## src/rtl/layer_compositor.sv

```systemverilog
`default_nettype none
// ============================================================================
//  Module      : layer_compositor
//  Description : Priority compositor for NUM_LAYERS palette-indexed layers.
//                The highest-priority enabled, non-transparent layer wins.
//                Its index is resolved through a writable palette, with an
//                optional frame-synchronous blink substitution.
//                Two-stage registered pipeline, one pixel per clock.
//  Revision    : 1.0 - initial release
// ============================================================================
module layer_compositor #(
    parameter int NUM_LAYERS   = 5,
    parameter int IDX_W        = 3,
    parameter int RGB_W        = 4,
    parameter int BLINK_FRAMES = 16,
    localparam int WL_W        = $clog2(NUM_LAYERS + 1)
) (
    input  logic                        clk,
    input  logic                        reset,
    input  logic                        pix_valid_in,
    input  logic [NUM_LAYERS*IDX_W-1:0] layer_idx,
    input  logic [NUM_LAYERS-1:0]       layer_en,
    input  logic                        frame_start,
    input  logic                        pal_we,
    input  logic [IDX_W-1:0]            pal_addr,
    input  logic [RGB_W-1:0]            pal_data,
    input  logic                        blink_en,
    input  logic [IDX_W-1:0]            blink_idx,
    output logic [RGB_W-1:0]            rgb_out,
    output logic                        pix_valid_out,
    output logic [WL_W-1:0]             win_layer
);

    localparam int PAL_N = 2 ** IDX_W;
    localparam int CNT_W = (BLINK_FRAMES > 1) ? $clog2(BLINK_FRAMES) : 1;
    localparam logic [CNT_W-1:0] C_CNT_MAX = CNT_W'(BLINK_FRAMES - 1);
    localparam logic [WL_W-1:0]  C_NO_WIN  = WL_W'(NUM_LAYERS);

    // Power-up palette; entries beyond the first eight default to black.
    function automatic logic [RGB_W-1:0] pal_default(input int i);
        logic [7:0] v;
        case (i)
            0:       v = 8'h0;
            1:       v = 8'h3;
            2:       v = 8'h1;
            3:       v = 8'h7;
            4:       v = 8'h4;
            5:       v = 8'hD;
            6:       v = 8'h6;
            7:       v = 8'hB;
            default: v = 8'h0;
        endcase
        return RGB_W'(v);
    endfunction

    logic [RGB_W-1:0] r_palette [PAL_N];

    logic             r_s1_valid;
    logic [IDX_W-1:0] r_s1_idx;
    logic [WL_W-1:0]  r_s1_win;

    logic [CNT_W-1:0] r_blink_cnt;
    logic             r_blink_phase;

    logic [IDX_W-1:0] w_win_idx;
    logic [WL_W-1:0]  w_win_layer;
    logic             w_blink_hit;
    logic [IDX_W-1:0] w_rd_addr;

    // Priority select: scan from lowest priority upward so layer 0 wins last.
    always_comb begin
        w_win_idx   = '0;
        w_win_layer = C_NO_WIN;
        for (int k = NUM_LAYERS - 1; k >= 0; k--) begin
            if (layer_en[k] && (layer_idx[k*IDX_W +: IDX_W] != '0)) begin
                w_win_idx   = layer_idx[k*IDX_W +: IDX_W];
                w_win_layer = WL_W'(k);
            end
        end
    end

    // Blink substitution redirects the lookup to palette entry 0.
    always_comb begin
        w_blink_hit = blink_en && r_blink_phase &&
                      (r_s1_idx == blink_idx) && (r_s1_idx != '0);
        w_rd_addr   = w_blink_hit ? '0 : r_s1_idx;
    end

    // Stage 1: register the winning layer and its index.
    always_ff @(posedge clk) begin
        if (reset) begin
            r_s1_valid <= 1'b0;
            r_s1_idx   <= '0;
            r_s1_win   <= C_NO_WIN;
        end else begin
            r_s1_valid <= pix_valid_in;
            r_s1_idx   <= w_win_idx;
            r_s1_win   <= w_win_layer;
        end
    end

    // Stage 2: palette lookup with blanking when the stage-1 pixel is invalid.
    always_ff @(posedge clk) begin
        if (reset) begin
            rgb_out       <= '0;
            pix_valid_out <= 1'b0;
            win_layer     <= C_NO_WIN;
        end else begin
            pix_valid_out <= r_s1_valid;
            rgb_out       <= r_s1_valid ? r_palette[w_rd_addr] : '0;
            win_layer     <= r_s1_valid ? r_s1_win : C_NO_WIN;
        end
    end

    // Palette storage; a lookup in the write cycle sees the pre-write value.
    always_ff @(posedge clk) begin
        if (reset) begin
            for (int i = 0; i < PAL_N; i++) begin
                r_palette[i] <= pal_default(i);
            end
        end else if (pal_we) begin
            r_palette[pal_addr] <= pal_data;
        end
    end

    // Blink timer: phase flips every BLINK_FRAMES frame_start pulses.
    always_ff @(posedge clk) begin
        if (reset) begin
            r_blink_cnt   <= '0;
            r_blink_phase <= 1'b0;
        end else if (frame_start) begin
            if (r_blink_cnt == C_CNT_MAX) begin
                r_blink_cnt   <= '0;
                r_blink_phase <= ~r_blink_phase;
            end else begin
                r_blink_cnt   <= r_blink_cnt + 1'b1;
            end
        end
    end

endmodule
`default_nettype wire
```

## config.mk

```make
export PLATFORM = sky130hd
export DESIGN_NAME = layer_compositor
export DESIGN_NICKNAME = d
export VERILOG_FILES = /design/src/rtl/layer_compositor.sv
export SDC_FILE = /design/constraint.sdc
export NUM_CORES = 1
export LEC_CHECK = 0
export ABC_CLOCK_PERIOD_IN_PS = 1840
export CAP_MARGIN = 15
export CORE_AREA = 5 5 99 101
export CTS_CLUSTER_DIAMETER = 150
export CTS_CLUSTER_SIZE = 14
export DETAILED_ROUTE_END_ITERATION = 8
export DIE_AREA = 0 0 104 106
export HOLD_SLACK_MARGIN = 0.03
export PLACE_DENSITY = 0.55
export SETUP_SLACK_MARGIN = 0.3
export SLEW_MARGIN = 20
export SYNTH_ARGS = -nofsm -noshare
export SYNTH_HDL_FRONTEND = slang
export SYNTH_SLANG_ARGS = --single-unit
```

## constraint.sdc

```tcl
create_clock -name clk -period 1.84 [get_ports clk]
set_input_delay 0.276 -clock clk [delete_from_list [all_inputs] [get_ports clk]]
set_output_delay 0.276 -clock clk [all_outputs]
set_load 0.05 [all_outputs]
```

### Word level (Yosys, flattened, before mapping)

Memories as Yosys holds them, arrays and structs flattened. A register that Yosys moved wholly into a read port is not among the register bits.
Cells that the tools add are included.

* register bits after elaboration: 16
* memory bits (writable): 32
* input bits: 36
* output and inout bits: 8
* word-level logic and storage cells: 60
* memories kept: 1

* $add $sub $neg: 1
* eq/ne operators: 2
* mux-type cells: 28
* bitwise logic cells: 2
* reduce and logical (&&, ||, !) cells: 18

Memory list
* r_palette: words 8, bits a word 4, rd ports 1, clocked after Yosys merged registers in 1, wr ports 8, RTL line 56 `logic [RGB_W-1:0] r_palette [PAL_N];`

Operators with widths (number)
* 4-bit 2-to-1 mux: 10
* 3-bit 2-to-1 mux: 11
* 3-bit nonzero test: 6
* 1-bit logical AND: 8
* 1-bit 2-to-1 mux: 7
* 4-bit by 1-bit adder with 4-bit output, second input constant: 1
* 4-bit == test, second input constant: 1
* 4-bit OR reduction: 1
* 3-bit == test: 1
* 3-bit OR reduction: 1
* 1-bit inverter: 2
* 2-bit AND reduction: 1
* 2-bit OR reduction: 1

### Longest topological paths before layout

Gate-level depths: netlist of run 1.

* depth after elaboration: 7
* depth in mapped cells: 7
* depth with buffers taken out: 6

### Least setup slack after synthesis of run 1

Ideal clock, no wire load.

* kind: input to register
* from: in blink_idx[0]
* to: reg rgb_out[0] (read register of r_palette)
* library setup time: 114 ps
* arrival time: 1689 ps
* required time: 1726 ps
* slack: 37 ps
* stages on the path: 7
* buffers on the path: 1
* path through: clkbuf_1 > xor2_1 > o41ai_4 > nand2_1 > o32ai_1 > a211oi_1 > a21o_1

* cells in the longest elaborated chain, start to end: 4

RTL lines
* start: declaration: RTL line 28 `input logic [IDX_W-1:0] blink_idx,`
* 3-bit == test: RTL line 85 `(r_s1_idx == blink_idx) && (r_s1_idx != '0);`
* 1-bit logical AND: RTL line 84 `w_blink_hit = blink_en && r_blink_phase &&`
* 1-bit logical AND: RTL line 85
* 3-bit 2-to-1 mux: RTL line 86 `w_rd_addr = w_blink_hit ? '0 : r_s1_idx;`
* end: declaration: RTL line 29 `output logic [RGB_W-1:0] rgb_out,`

No other way between the ends.
A chain may end at the register's enable or synchronous reset.

### Final worst setup path of run 1

* from: reg r_s1_idx[2]
* to: reg rgb_out[2] (read register of r_palette)

* cells in the longest elaborated chain, start to end: 4
* elaborated cells on any way between the ends: 5
* classes of those cells: 1 x eq/ne; 1 x mux; 3 x reduce/logical

RTL lines
* start: declaration: RTL line 59 `logic [IDX_W-1:0] r_s1_idx;`
* start signal: assignment: RTL line 97 `r_s1_idx <= w_win_idx;`
* 3-bit == test: RTL line 85
* 1-bit logical AND: RTL line 84
* 1-bit logical AND: RTL line 85
* 3-bit 2-to-1 mux *: RTL line 86

Mark *: on every way between the ends. The rest lies on a longest branch, timed or not.

==> reports/qor.txt, run 1 <==
Register-to-register setup slack: 160 ps
Final net count: 351
Hold Crit Endpoint: win_layer[0]
Largest net degree at the start of global routing: 21
Worst Hold Depth: 1
GPL Wtd Cong: 0.862
Routed WL per cell: 15.3 um
Worst slew pin tran: 522 ps
Final Power: 2.49 mW
Synth area leader: edfxtp_1
FMAX: 594 MHz
# DRC: 0
Core area: 8930 um^2
Commonest non-fill, non-tap cell in the layout: edfxtp_1
TritonCTS clock tree: built
Syn nets: 276
Critical Path Sink Type: register
Synth top area share: 37.6%
Worst r2r path cells: 7
Placed instance area: 3350 um^2
Detail Placement HPWL: 4910 um
Vias per cell: 5.06
Synth top area cells: edfxtp_1, dfxtp_1, and2_1, or3_1, a211oi_1
Final cell count without fillers: 426
Antenna Nets Post-Route: 0
EDFF count, synth: 32
CTS clk-pin slew, worst paths: 90 ps
Longest Clk Path Bufs: 2
Dpl cells: 415
Mapped Area: 2560 um^2
Layout cells sized above 1: 24.8%
Most frequent cells in the layout: edfxtp_1, buf_4, clkdlybuf4s50_1
Ys async rst share: 0%
H-tree levels: 2
Ant diodes: 0
Area taken by multi-input logic gates: 1280 um^2
Status: complete, no violations
Arr. time, crit path: 1930 ps
Area grow syn2layout: 40.5%
Initial antenna violation count: 0
Leak: 1.36 nW
Worst Path Max Fanout: 7
Period minus WS final: 1680 ps
Mapped Cells: 239
Maximum Capacitance Violations: 0
I/O pin count: 44
Final Hold Violating Endpoints: 0
VDD IR max: 347 uV
Die area: 11,000 um^2
Final worst clock skew: 5.67 ps
CTS Hold Bufs: 0
Remaining Overflow, GRT: 0
Req. time, crit path: 2090 ps
Hold path start: r_s1_win[0]
Worst hold path type: reg -> reg
Reg-to-reg startpoint: r_s1_idx[2]
Distinct cell type count after synthesis: 39
DR iter-0 viols: 62
Fill cell count: 900
Synth Register Bits: 52
Inserted Clock Buffers: 5
First-pass GRT wire length: 10,500 um
Starting Density: 28.6%
Via count: 2,157
TritonRoute pass-1 iters: 4
Max_slew headroom: 65.3%
R2R Path End: rgb_out[2]
Clk_lat worst skew: 300 ps
Die X: 104 um
CTS Sinks: 52
CP Launch Type: register
Power Dens Cells: 692 nW/um^2
IO buf count: 43
Register area: 1370 um^2
Synth warn: 0
Clock Root Buffer: clkbuf_8
Vias in the first global route: 2,172
Final design utilization: 40.2%
Total GRT Usage: 11.8%
Fraction of the yosys area taken by sequential cells: 53.3%
Main synth FF type: edfxtp_1
Final slew viol count: 0
Routed wire length: 6500 um
WS Path Type: reg -> reg
Die Ht: 106 um
Setup Viol. Count Final: 0
Design area: 3590 um^2
Rows: 35
Period utilization: 91.5%
RSZ-0062 raised after global routing: true
Syn Area/Cell: 10.7 um^2
[worst max path at each step]
stage / startpoint / end / slack [ps]
6_report: r_s1_idx[2] / rgb_out[2] / 160
5_1_grt: r_s1_idx[2] / rgb_out[2] / 60
4_1_cts: r_s1_idx[2] / rgb_out[0] / 170
3_5_place_dp: blink_idx[2] / rgb_out[0] / -390
3_3_place_gp: blink_idx[2] / rgb_out[0] / -380
2_1_floorplan: r_s1_idx[2] / rgb_out[0] / 90
[power breakdown]
part           internal, mW  leakage [nW]  switching [mW]
Combinational         0.236         0.836           0.252
Sequential             1.30         0.478          0.0379
Clock                 0.306        0.0445           0.351
[synth_stat cells, drive strengths merged (2+ instances only)]
cell / count
mux2i: 5
a211oi: 10
clkbuf: 8
o221ai: 5
a21oi: 9
and2: 19
dfxtp: 20
o32ai: 7
edfxtp: 32
xor2: 5
nand2b: 8
a22oi: 3
nand3: 6
or3b: 4
or3: 14
o31a: 3
inv: 4
or2: 8
nor2: 19
o21ai: 2
nand2: 11
a31oi: 3
nor2b: 5
o21bai: 2
a21o: 4
o31ai: 5
nor3: 6
nand4: 2
[layer usage]
| layer | share of wire (%) | GRT usage, % |
|---|---|---|
| met5 | 0 | 0 |
| met4 | 2.9 | 5.46 |
| met3 | 3.2 | 2.13 |
| met2 | 50 | 20.8 |
| met1 | 44 | 13.8 |
[state kept, by name, indices dropped and copies added (netlist names)]
signal / cells
r_palette: 32
r_blink_cnt: 4
rgb_out: 4
r_s1_idx: 3
r_s1_win: 3
win_layer: 3
pix_valid_out: 1
r_blink_phase: 1
r_s1_valid: 1
[kinds of logic (layout without fill, tap and decap cells)]
kind of cell	after synthesis	count (layout)	synth area share, %
and+or+nand+nor	105	106	22.8
AOI/OAI and AO/OA	57	57	17.2
DFF	52	52	53.3
buffers and inverters	13	88	1.96
xor gates and xnor gates	6	6	2.35
muxes	5	5	1.96
adders and majority gates	1	1	0.489
[stage by stage]
step | setup slack [ps] | TNS, ps | hold WS, ps
4_1_cts | 167 | 0 | 422
5_1_grt | 62.9 | 0 | 445
3_3_place_gp | -384 | -4800 | 391
6_report | 157 | 0 | 416
3_5_place_dp | -389 | -5230 | 395
2_1_floorplan | 88.7 | 0 | 386
[worst max-delay path, stage by stage, from the launching register on]
cell and delay (ps):
dfxtp_4 370, xor2_4 180, o41ai_4 310, buf_6 200, buf_4 150, o32ai_1 80, a211oi_1 240, a21o_1 110
[cell type report]
cell class,count,share of cell area [%]
well taps,111,3.87
clock buffers,7,2.40
repair buffers,76,19.4
clock inverters,1,0.209
inverters,4,0.418
multi-input cells,175,35.6
flip-flops and latches,52,38.0
[repair_timing]
action                     4_1_cts  5_1_grt
setup buffers                    2        0
gates resized for setup         34       16
gates cloned                     0        1
pin swaps                       12        7
setup endpoints to repair       46       36
Power figures use the tool's default switching activity.
==> inputs of run 2 (changes only) <==
- CORE_AREA: 5 5 99 101 -> 2 2 96 98
- CTS_BUF_LIST: not set -> sky130_fd_sc_hd__clkbuf_16
- DIE_AREA: 0 0 104 106 -> 0 0 98 100
==> reports/qor.txt, run 2 (synthesis gave the netlist of run 1 again) <==
Status: complete, no violations
Initial antenna violation count: 0 (unchanged)
I/O pin count: 44 (unchanged)
Power Dens Cells: 777 nW/um^2 (+12%)
Antenna Nets Post-Route: 0 (unchanged)
Ant diodes: 0 (unchanged)
# DRC: 0 (unchanged)
VDD IR max: 353 uV (+1.8%)
DR iter-0 viols: 95 (+53%)
Uppermost layer routed: met4
Final worst clock skew: 4.11 ps (-1.55 ps)
Met3 routed WL: 225 um (+9.2%)
Most frequent cells in the layout: buf_4, edfxtp_1, clkdlybuf4s50_1
Clock Root Buffer: clkbuf_16
Max_slew headroom: 65.4% (+0.11 points)
Final Hold Violating Endpoints: 0 (unchanged)
FMAX: 597 MHz (+0.51%)
Remaining Overflow, GRT: 0 (unchanged)
Layout cells sized above 1: 27.7% (+2.9 points)
Metal1 wirelength: 2970 um (+3.4%)
Worst Path Max Fanout: 7 (unchanged)
Leak: 1.41 nW (+3.9%)
Setup TNS: 0 ps (unchanged)
Highest-delay cell along the critical path: dfxtp_4
Maximum Capacitance Violations: 0 (unchanged)
Routed wire length: 6450 um (-0.82%)
CTS Hold Bufs: 0 (unchanged)
Final slew viol count: 0 (unchanged)
Final net count: 354 (+0.85%)
Arr. time, crit path: 1860 ps (-70 ps)
CTS Sinks: 52 (unchanged)
Biggest regs: r_palette (32), r_blink_cnt (4), rgb_out (4)
Largest Register: r_palette
TritonCTS clock tree: built
Period minus WS final: 1670 ps (-8.60 ps)
Rows: 35 (unchanged)
RSZ-0062 raised after global routing: true
Vias per cell: 4.93 (-2.7%)
Met2 routed WL: 3160 um (-2.4%)
Final Power: 2.92 mW (+17%)
Die area: 9800 um^2 (-11%)
Max reg flops: 32 (unchanged)
First-pass GRT wire length: 10,400 um (-1.2%)
Period utilization: 91.0% (-0.47 points)
Via count: 2,114 (-2.0%)
Worst slew pin tran: 521 ps (-1.59 ps)
Die Ht: 100 um (-5.7%)
Longest Clk Path Bufs: 2 (unchanged)
TritonRoute pass-1 iters: 4 (unchanged)
Inserted Clock Buffers: 5 (unchanged)
Detail Placement HPWL: 4730 um (-3.7%)
Setup Viol. Count Final: 0 (unchanged)
Largest net degree at the start of global routing: 17 (-19%)
Crit path cell chain: xor2_4 -> o41ai_4 -> buf_6 -> mux2i_4 -> a211oi_1 -> a21o_1
Total GRT Usage: 13.5% (+1.7 points)
Area grow syn2layout: 47.0%
Worst hold path type: reg -> reg
Pre-CTS WS: -416 ps (-27.4 ps)
Critical Path Sink Type: register
Vias in the first global route: 2,050 (-5.6%)
Starting Density: 28.8% (+0.14 points)
Req. time, crit path: 2030 ps (-60 ps)
GPL Wtd Cong: 0.843 (-2.2%)
Final cell count without fillers: 429 (+0.70%)
Die X: 98 um (-5.8%)
Routed WL per cell: 15.0 um (-1.5%)
Dpl cells: 415 (unchanged)
IO buf count: 43 (unchanged)
CP max stage delay: 360 ps (about the same)
Post-route setup slack: 165 ps (+8.60 ps)
Clk_lat worst skew: 290 ps (about the same)
H-tree levels: 2 (unchanged)
CP Launch Type: register
WS Path Type: reg -> reg
Final design utilization: 42.3% (+2.1 points)
CTS clk-pin slew, worst paths: 70 ps (-20 ps)
Core area: 8890 um^2 (-0.49%)
-- run 2: path summary, 6_finish.rpt --
kind / start / to / slack, ps / cells past startpoint
worst max-delay path: r_s1_idx[2] / rgb_out[0] / 170 / 6
worst min-delay path: r_s1_win[0] / win_layer[0] / 410 / 1
worst max register to register: r_s1_idx[2] / rgb_out[0] / 170 / 6
worst min register to register: r_s1_win[0] / win_layer[0] / 410 / 1
-- run 2: power by group --
group          switching [mW]  internal, mW  total [mW]  leakage [nW]
sequential             0.0403          1.30        1.34         0.478
combinational           0.265         0.251       0.516         0.842
clock                   0.395         0.665        1.06        0.0916
total                   0.700          2.22        2.92          1.41
-- run 2: area by class of cell --
type | count | area, um^2
multi-input combinational | 175 | 1350
tap | 111 | 139
inverter | 4 | 15.0
clock buffer | 7 | 175
clock inverter | 1 | 3.75
sequential | 52 | 1370
fill | 871 | 5130
timing repair buffer | 79 | 708
-- run 2: critical path, delay by kind of cell (launching register included) --
kind                      cells  cell delay [ps]
AOI/OAI and AO/OA             3              560
xor gates and xnor gates      1              170
buffers and inverters         1              210
DFF                           1              360
muxes                         1              260
-- run 2: timing repair --
action,4_1_cts,5_1_grt
resized for setup,40,19
cloned,1,0
setup endpoints to repair,64,26
pin swaps,17,7
endpoints found under the hold margin,0,0
buffers inserted,3,2
-- run 2: metrics by stage --
step | cell area, um^2 | hold slack (ps)
after detailed placement | 3350 | 395
after floorplan | 2590 | 386
final | 3760 | 408
after global placement | 3350 | 389
after global routing | 3760 | 428
after CTS | 3650 | 410
-- run 2: layer usage --
layer  up-vias  track usage, %
met2        44            23.0
met3         8            1.88
met4         0            5.02
met1      1005            17.5
met5         -               0
li1       1057               -
==> inputs of run 3 (changes only) <==
- GPL_ROUTABILITY_DRIVEN: not set -> 0
==> results of run 3 <==
The final DEF is identical to that of run 2; final timing and power are the same.
==> RTL edit, RTL diff (settings of run 3) <==
Make the reset (`reset`) asynchronous in 4 clocked blocks.
--- a/src/rtl/layer_compositor.sv
+++ b/src/rtl/layer_compositor.sv
@@ -87,7 +87,7 @@
     end
 
     // Stage 1: register the winning layer and its index.
-    always_ff @(posedge clk) begin
+    always_ff @(posedge clk or posedge reset) begin
         if (reset) begin
             r_s1_valid <= 1'b0;
             r_s1_idx   <= '0;
@@ -100,7 +100,7 @@
     end
 
     // Stage 2: palette lookup with blanking when the stage-1 pixel is invalid.
-    always_ff @(posedge clk) begin
+    always_ff @(posedge clk or posedge reset) begin
         if (reset) begin
             rgb_out       <= '0;
             pix_valid_out <= 1'b0;
@@ -113,7 +113,7 @@
     end
 
     // Palette storage; a lookup in the write cycle sees the pre-write value.
-    always_ff @(posedge clk) begin
+    always_ff @(posedge clk or posedge reset) begin
         if (reset) begin
             for (int i = 0; i < PAL_N; i++) begin
                 r_palette[i] <= pal_default(i);
@@ -124,7 +124,7 @@
     end
 
     // Blink timer: phase flips every BLINK_FRAMES frame_start pulses.
-    always_ff @(posedge clk) begin
+    always_ff @(posedge clk or posedge reset) begin
         if (reset) begin
             r_blink_cnt   <= '0;
             r_blink_phase <= 1'b0;
Formal check against the unedited RTL: differs if reset is asserted again (counterexample within 4 cycles, from zero or initial values and one cycle with reset high); with reset held inactive, the same outputs for 10 cycles.
==> RTL edit against run 3 <==
Count of clock-buffer cells in the layout decreased by 2. Clock skew decreased by 0.00063 ns. Highest routed layer unchanged. Power increased by 21%. Final area decreased by 8.0%. Critical path depth unchanged. Worst setup slack got worse by 0.11 ns. Area after synthesis decreased by 3.2%. Sequential power increased by 19%. Cell count decreased by 10%. Wire length decreased by 13%. Sequential cell count unchanged.
==> RTL edit: results (changes against run 3) <==
Result of the run - complete, no violations (unchanged)
End of the worst register-to-register path - rgb_out[2]$_DFF_PP0_ (was rgb_out[0]$_SDFF_PP0_)
Dominant synthesized flop cell - sky130_fd_sc_hd__dfrtp_1 (was sky130_fd_sc_hd__edfxtp_1)
# fillers - 874 (was 871)
Reg2Reg Setup Slack - 0.05 ns (was 0.17 ns)
Number of distinct library cells after synthesis - 38 (was 39)
Relative contribution of the clock network to total power - 0.304 (was 0.363)
CTS-repair resized insts - 14 (was 40)
Top cells by instance count after synthesis - sky130_fd_sc_hd__mux2_2, sky130_fd_sc_hd__dfrtp_1, sky130_fd_sc_hd__dfstp_2 (was sky130_fd_sc_hd__edfxtp_1, sky130_fd_sc_hd__dfxtp_1, sky130_fd_sc_hd__and2_1, sky130_fd_sc_hd__nor2_1, sky130_fd_sc_hd__or3_1)
Cell with the largest stage delay on the worst path - sky130_fd_sc_hd__dfrtp_1 (was sky130_fd_sc_hd__dfxtp_4)
Post CTS Setup Buffer Count - 1 (was 3)
Layout cells sized above 1 - 0.377 (was 0.277)
Layout Nets - 309 (was 354)
Worst Path Max Fanout - 2 (was 7)
Wire length per cell - 14.6 µm (was 15.0 µm)
Post-route clock period utilization - 0.971 (was 0.910)
HPWL Detailed - 4180 µm (was 4730 µm)
Xor and xnor fraction of the mapped netlist area - 0.0212 (was 0.0235)
Post-Synthesis Net Count - 238 (was 276)
Number of design-rule violations left by the first detailed-router iteration - 97 (was 95)
Cell count after placement - 375 (was 415)
Register area share after synthesis - 0.536 (was 0.533)
Routed wire length - 5620 µm (was 6450 µm)
Post-synth EDFFs - 0 (was 32)
GRT Overall Usage - 0.119 (was 0.135)
Post-place setup slack - -0.272 ns (was -0.416 ns)
-- RTL edit: cell count changes in the layout (fill, tap and decap cells not counted), moves of 7 or more --
cell                                     run 3  this run
sky130_fd_sc_hd__mux2_2                      0        36
sky130_fd_sc_hd__edfxtp_1                   32         0
sky130_fd_sc_hd__dfrtp_1                     0        33
sky130_fd_sc_hd__or3_1                      14         0
sky130_fd_sc_hd__or2_2                       7         0
sky130_fd_sc_hd__dfxtp_1                    17         0
sky130_fd_sc_hd__and2_1                     18         2
sky130_fd_sc_hd__dlygate4sd2_1              15         8
sky130_fd_sc_hd__dfstp_2                     0        19
sky130_fd_sc_hd__nor2_1                     18         5
sky130_fd_sc_hd__buf_4                      32        25
sky130_fd_sc_hd__clkdlybuf4s50_1            25        33
sky130_fd_sc_hd__o21ai_0                     2        10
-- RTL edit: layer usage --
layer	track usage	vias up	wire (µm)
li1	-	916	-
met1	0.147	937	2570
met2	0.206	42	2730
met3	0.0279	6	244
met4	0.0385	0	73
met5	0	-	0
